<file path="src/rtl/slot_bank_writer_12.sv">
`default_nettype none
// ============================================================================
// Module      : slot_bank_writer_12
// Description : Demultiplexes handshaked records into 12 held slot registers,
//               with addressed or auto-fill writes and a sequenced clear.
// Revision    : 1.0 - initial release
// ============================================================================
module slot_bank_writer_12 #(
    parameter int W       = 63,
    parameter int N_SLOTS = 12
) (
    input  logic         Clk,
    input  logic         Reset,
    input  logic [W-1:0] In,
    input  logic         In_Valid,
    output logic         In_Ready,
    input  logic [3:0]   Sel,
    input  logic         Auto,
    input  logic         Clear,
    output logic [W-1:0] Out1,
    output logic [W-1:0] Out2,
    output logic [W-1:0] Out3,
    output logic [W-1:0] Out4,
    output logic [W-1:0] Out5,
    output logic [W-1:0] Out6,
    output logic [W-1:0] Out7,
    output logic [W-1:0] Out8,
    output logic [W-1:0] Out9,
    output logic [W-1:0] Out10,
    output logic [W-1:0] Out11,
    output logic [W-1:0] Out12,
    output logic [11:0]  Slot_Valid,
    output logic [3:0]   Count,
    output logic         Full,
    output logic         Busy,
    output logic         Err
);

    localparam logic [0:0] S_IDLE  = 1'b0;
    localparam logic [0:0] S_CLEAR = 1'b1;

    localparam logic [3:0] c_NSLOTS = 4'(N_SLOTS);
    localparam logic [3:0] c_LAST   = 4'(N_SLOTS - 1);

    logic [0:0]   r_state;
    logic [W-1:0] r_slot [12];
    logic [11:0]  r_valid;
    logic [3:0]   r_ptr;
    logic [3:0]   r_idx;
    logic [3:0]   r_count;
    logic         r_err;

    logic [3:0]   w_tgt;
    logic         w_tgt_ok;
    logic         w_fire;

    assign Full     = (r_count == c_NSLOTS);
    assign Busy     = (r_state == S_CLEAR);
    assign In_Ready = (r_state == S_IDLE) & ~Clear & ~(Auto & Full);
    assign w_fire   = In_Valid & In_Ready;
    assign w_tgt    = Auto ? r_ptr : Sel;
    assign w_tgt_ok = (w_tgt < c_NSLOTS);

    always_ff @(posedge Clk) begin
        if (Reset) begin
            r_state <= S_IDLE;
            r_valid <= '0;
            r_ptr   <= '0;
            r_idx   <= '0;
            r_count <= '0;
            r_err   <= 1'b0;
            for (int i = 0; i < 12; i++) begin
                r_slot[i] <= '0;
            end
        end else begin
            r_err <= 1'b0;
            case (r_state)
                S_IDLE: begin
                    if (Clear) begin
                        r_state <= S_CLEAR;
                        r_idx   <= '0;
                    end else if (w_fire) begin
                        if (w_tgt_ok) begin
                            r_slot[w_tgt]  <= In;
                            r_valid[w_tgt] <= 1'b1;
                            if (!r_valid[w_tgt]) begin
                                r_count <= r_count + 4'd1;
                            end
                        end else begin
                            // Out-of-range address: record is consumed and dropped
                            r_err <= ~Auto;
                        end
                        if (Auto && (r_ptr < c_NSLOTS)) begin
                            r_ptr <= r_ptr + 4'd1;
                        end
                    end
                end
                S_CLEAR: begin
                    r_slot[r_idx]  <= '0;
                    r_valid[r_idx] <= 1'b0;
                    if (r_idx == c_LAST) begin
                        r_state <= S_IDLE;
                        r_ptr   <= '0;
                        r_count <= '0;
                    end else begin
                        r_idx <= r_idx + 4'd1;
                    end
                end
                default: r_state <= S_IDLE;
            endcase
        end
    end

    assign Out1       = r_slot[0];
    assign Out2       = r_slot[1];
    assign Out3       = r_slot[2];
    assign Out4       = r_slot[3];
    assign Out5       = r_slot[4];
    assign Out6       = r_slot[5];
    assign Out7       = r_slot[6];
    assign Out8       = r_slot[7];
    assign Out9       = r_slot[8];
    assign Out10      = r_slot[9];
    assign Out11      = r_slot[10];
    assign Out12      = r_slot[11];
    assign Slot_Valid = r_valid;
    assign Count      = r_count;
    assign Err        = r_err;

endmodule
`default_nettype wire
</file>
<file path="config.mk">
export PLATFORM = sky130hd
export DESIGN_NAME = slot_bank_writer_12
export DESIGN_NICKNAME = d
export VERILOG_FILES = /design/src/rtl/slot_bank_writer_12.sv
export SDC_FILE = /design/constraint.sdc
export NUM_CORES = 1
export LEC_CHECK = 0
export BUFFER_PORTS_ARGS = -buffer_cell sky130_fd_sc_hd__buf_2
export CORE_AREA = 2 2 331 333
export DETAILED_ROUTE_END_ITERATION = 8
export DIE_AREA = 0 0 333 335
export GPL_ROUTABILITY_DRIVEN = 0
export PLACE_DENSITY_LB_ADDON = 0.2
export SYNTH_ARGS = -nofsm -noshare
export SYNTH_HDL_FRONTEND = slang
export SYNTH_SLANG_ARGS = --single-unit
</file>
<file path="constraint.sdc">
create_clock -name Clk -period 4.26 [get_ports Clk]
set_input_delay 0 -clock Clk [delete_from_list [all_inputs] [get_ports Clk]]
set_output_delay 0 -clock Clk [all_outputs]
set_load 0.1 [all_outputs]
</file>
* Word level (Yosys, flattened, before mapping) *
Memories as Yosys holds them, arrays and structs flattened.
Cells that the tools add are included.

storage, ports and cells
  bits of input ports = 72
  output and inout port bits = 776
  bits in writable memories = 756
  memories = 1
  word-level logic and storage cells = 92
  register bits after elaboration = 26
  ROM bits = 0
  bits in latches = 0

memory list
  name    depth  bits a word  read ports  clocked after Yosys merged registers in  wr ports  line  RTL
  r_slot  12     63           12          0                                        12        46    logic [W-1:0] r_slot [12];

cells by class
  multiplexer cells = 44
  shift-type cells = 0
  reductions and logical operators = 10
  add/sub/neg operators = 3
  bitwise gates (word level) = 12
  $lt $le $gt $ge = 6
  multiply operators = 0
  div/mod/pow operators = 0
  equal/unequal tests = 10

operators with widths
  cell                 number
  $mux 63              2
  $reduce_or 63->1     2
  $mux 4               13
  $mux 12              3
  $pmux 12 s2          1
  $pmux 4 s2           3
  $mux 1               18
  $add 4x1->4 const B  3
  $and 12x12->12       1
  $ne 2x2->1 const B   6
  $not 12->12          1
  $or 12x12->12        1
  $lt 4x5->1 const B   2
  $demux 1 s4          2
  $eq 4x4->1 const B   2
  $ge 4x1->1 const B   2
  $lt 4x4->1 const B   2
  $not 1->1            5
  $reduce_and 5->1     1
  $reduce_or 5->1      1
  $and 1x1->1          4
  $bmux 1 s4           1
  $ne 2x1->1 const B   2
  $reduce_and 4->1     1
  other kinds (4)      6

* Depth between registers and ports, before layout *
  depth after elaboration = 13
  mapped depth = 9
  gate-level depth less buffers = 8

* Worst setup path after synthesis *
Ideal clock, no wire load.

  path type = reg2reg
  start point = register r_count[0], in the netlist Count[0]
  end point = memory r_slot[9][0] (enable)
  slack = -0.019 ns
  required time = 3.829 ns
  cell stages (with the launch flop) = 9
  path buffers = 0
  arrival = 3.847 ns
  library setup time = 0.431 ns
  clock period less this slack = 4.279 ns
  cell sequence = dfxtp_1 > inv_1 > ha_1 > nand4_1 > nand3_2 > o21ba_4 > nor4_4 > nand2_4 > nand2b_1

RTL lines
  what                    line  RTL
  from (decl)             50    logic [3:0] r_count;
  from (signal assigned)  87    r_count <= r_count + 4'd1;
  to (decl)               46

==> run_results.csv <==
group,metric,value,unit
status,status,"finished clean",
sta,setup_viol,0,
place,hpwlAfterDp,73.46,mm
logic_synthesis,synth_edf_count,756,
worst_setup_path,cp.required,4.55,ns
global_route,grt_overflow,0,
job,drv_cap,0,
floorplan,start_util,0.2634,
clocking,cts_setup_buffers,0,
logic_synthesis,synth_adder_area_share,0.003076,
drt,wire_per_inst,26.24,um
worst_setup_path,reg2reg_depth,6,
cells_and_area,nNetsFinal,2868,
worst_setup_path,crit_chain,"nand2b_4, buf_4, a21oi_1, nand2_4, nand2b_4, buf_12",
place,portBuffers,847,
place,placed_area,34200,um2
logic_synthesis,ys_ff_latch,782,
logic_synthesis,yosysSeqAreaShare,0.8156,
clocking,clk_pin_slew_worst_paths,0.06,ns
logic_synthesis,synth_fp_nets,2045,
sta,fin_crit,3.317,ns
sta,tightest_slew,1.107,ns
sta,final.setup_skew,0.01882,ns
clocking,cts-root-buf,"clkbuf_16",
logic_synthesis,syn_area_per_cell,14.48,um2
logic_synthesis,yosys_most_used_dff,"edfxtp_1",
sta,worst_hold_slack,0.05994,ns
clocking,ctsResizeCount,0,
drt,antenna_left,0,
place,dpl_worst_slack,0.8989,ns
cells_and_area,regArea,23220,um2
clocking,cts_buffers,87,
drt,dr.pass1.iters,5,
cells_and_area,layout_commonest_cell,"buf_2",
clocking,clock-sinks,782,
cells_and_area,fin_util,0.3428,
logic_synthesis,synth_warnings,0,
drt,wl,112.1,mm
logic_synthesis,async_flop_share,0,
cells_and_area,n_antenna_cell,0,
clocking,htreeDepth,3,
worst_setup_path,crit_path_start_kind,"flip-flop",
drt,vias,19020,
logic_synthesis,synth_top_family_by_area,"simple AND/OR/NAND/NOR gates",
sta,rsz0062_at_grt,"false",
sta,max-slew-margin-rel,0.2617,
global_route,grt_pass1_vias,18410,
worst_setup_path,critPathArrivalTime,3.61,ns
worst_setup_path,cp_common_cell,"nand2b_4",
cells_and_area,multi_input_area,4561,um2
clocking,cts_max_path_buffers,3,
drt,drtIter0Drc,1764,
sta,fin_crit_sh,0.7785,
sta,fmax,301.5,MHz
global_route,track_usage,0.1939,
global_route,antenna_found_initial,2,
clocking,postCtsHoldBufs,11,
power,p_per_area,535.2,nW/um2
logic_synthesis,synth-xor-area-share,0.0009228,
floorplan,die_x,333,um
min_path,hold_depth,3,
drt,drc,0,
floorplan,dieArea,111600,um2
clocking,cts_tree,"done",
logic_synthesis,synth_cell_types,54,
global_route,grt_pass1_wl,150.6,mm
floorplan,rows,121,
sta,slew_violations,0,
floorplan,io_pins,848,
cells_and_area,area_delta_synth_final,30.14,%
worst_setup_path,cp_num_buf_inv,2,
cells_and_area,final_cell_area,37060,um2
sta,setup_tns,0,ns
sta,hold_viol,0,
floorplan,die_height,335,um
logic_synthesis,syn_inst,1966,
worst_setup_path,max_stage_delay,0.73,ns
logic_synthesis,synthesis.area,28470,um2
floorplan,coreArea,108100,um2
logic_synthesis,synth_mux_area_frac,0.001758,
worst_setup_path,path_class,"flip-flop to flip-flop",
worst_setup_path,critPathSlowestCell,"a21oi_1",
cells_and_area,final_cell_mix,"buf_2, nor2_1, edfxtp_1",
drt,vias_per_cell,4.453,
sta,timing.final.ws_setup,0.9435,ns
worst_setup_path,cp-end-kind,"flip-flop",
worst_setup_path,path_max_fanout,63,
min_path,min_path_type,"input pin to flip-flop",
global_route,grt_max_degree,64,
power,ir_worst_vdd,312.8,uV
logic_synthesis,synth-compound-area-share,0.01393,
cells_and_area,drive_gt1_frac,0.3593,
worst_setup_path,crit_family,"simple AND/OR/NAND/NOR gates",
power,p_leak,0.01531,uW
clocking,clock_latency,0.67,ns
worst_setup_path,cp.depth,6,
cells_and_area,fill_cells,10770,
logic_synthesis,synth_simple_gate_area_share,0.1353,
## cell usage after synthesis (2+ instances only)
cell / n / area, um2
ha_1: 7 / 87.58
nor4_1: 4 / 25.02
a41oi_1: 3 / 26.28
xnor2_1: 2 / 17.52
nand2_1: 77 / 289.0
mux2i_1: 5 / 50.05
nand2_2: 4 / 25.02
nand3b_1: 2 / 15.01
and3b_1: 5 / 43.79
and3_1: 4 / 25.02
o22ai_1: 2 / 12.51
clkbuf_1: 83 / 311.6
edfxtp_1: 756 / 22700
inv_1: 6 / 22.52
nor2_1: 794 / 2980
buf_2: 40 / 200.2
o21ai_0: 14 / 70.07
nor3b_1: 5 / 37.54
nand2b_1: 14 / 87.58
and2_1: 3 / 18.77
o21bai_1: 3 / 22.52
a32oi_1: 2 / 17.52
buf_1: 7 / 26.28
nand3_1: 8 / 40.04
a22oi_1: 8 / 60.06
nor3_1: 3 / 15.01
nand2_4: 4 / 45.04
a21o_1: 3 / 22.52
nor4_4: 4 / 85.08
dfxtp_1: 26 / 520.5
buf_6: 24 / 270.3
nand4_1: 4 / 25.02
a21oi_1: 15 / 75.07
nor2b_1: 5 / 31.28
## final cells by class
cell class                      instances  area share
Multi-Input combinational cell       1023      0.1231
Sequential cell                       782      0.6267
Clock inverter                         49     0.01263
Tap cell                             1414     0.04774
Timing Repair Buffer                  889      0.1277
Clock buffer                          109     0.06155
Inverter                                6   0.0006078
## worst register-to-register path: stages, from the launching register on
cell,delay (ns)
dfxtp_1,0.65
nand2b_4,0.14
buf_4,0.28
a21oi_1,0.73
nand2_4,0.48
nand2b_4,0.21
buf_12,0.36
## path summary, 6_finish.rpt
path,slack (ns),startpoint,endpoint
worst max register to register,0.94,Busy,r_slot[8][26]
worst min register to register,0.52,Slot_Valid[11],Slot_Valid[11]
worst min-delay path,0.06,In[19],r_slot[6][19]
worst max-delay path,0.94,Busy,r_slot[8][26]
## power by group
part,total [uW],switching [uW],internal (uW)
combinational,3580,3240,339
clock,7410,3180,4230
sequential,8850,93.5,8750
total,19800,6510,13300
## sequential cells by signal, indices dropped and copies added, names as in the netlist
register,count
r_slot,756
Slot_Valid,12
Count,4
r_idx,4
r_ptr,4
Busy,1
Err,1
## per-layer routing
layer  track usage  routed length (um)  vias to the layer above
met1        0.2350               44110                     9471
met2        0.3262               54540                      925
met5             0                   0                        -
met4       0.08087                4424                        0
met3       0.05164                9035                      198
li1              -                   -                     8428
## per-stage QoR
stage	cells	total power, uW
2_1_floorplan	1966	11810
3_3_place_gp	4103	12610
3_5_place_dp	4103	12610
4_1_cts	4272	20020
5_1_grt	4272	20360
6_report	4272	19830
## kinds of logic (layout without fill, tap and decap cells)
logic type                 Yosys count  count (layout)
DFF                                782             782
muxes                                5               5
xor gates and xnor gates             3               3
buffers and inverters              161            1053
AOI/OAI and AO/OA                   60              60
adders and majority gates            7               7
and+or+nand+nor                    948             948
Note: power is estimated with default switching activity, not from simulation.
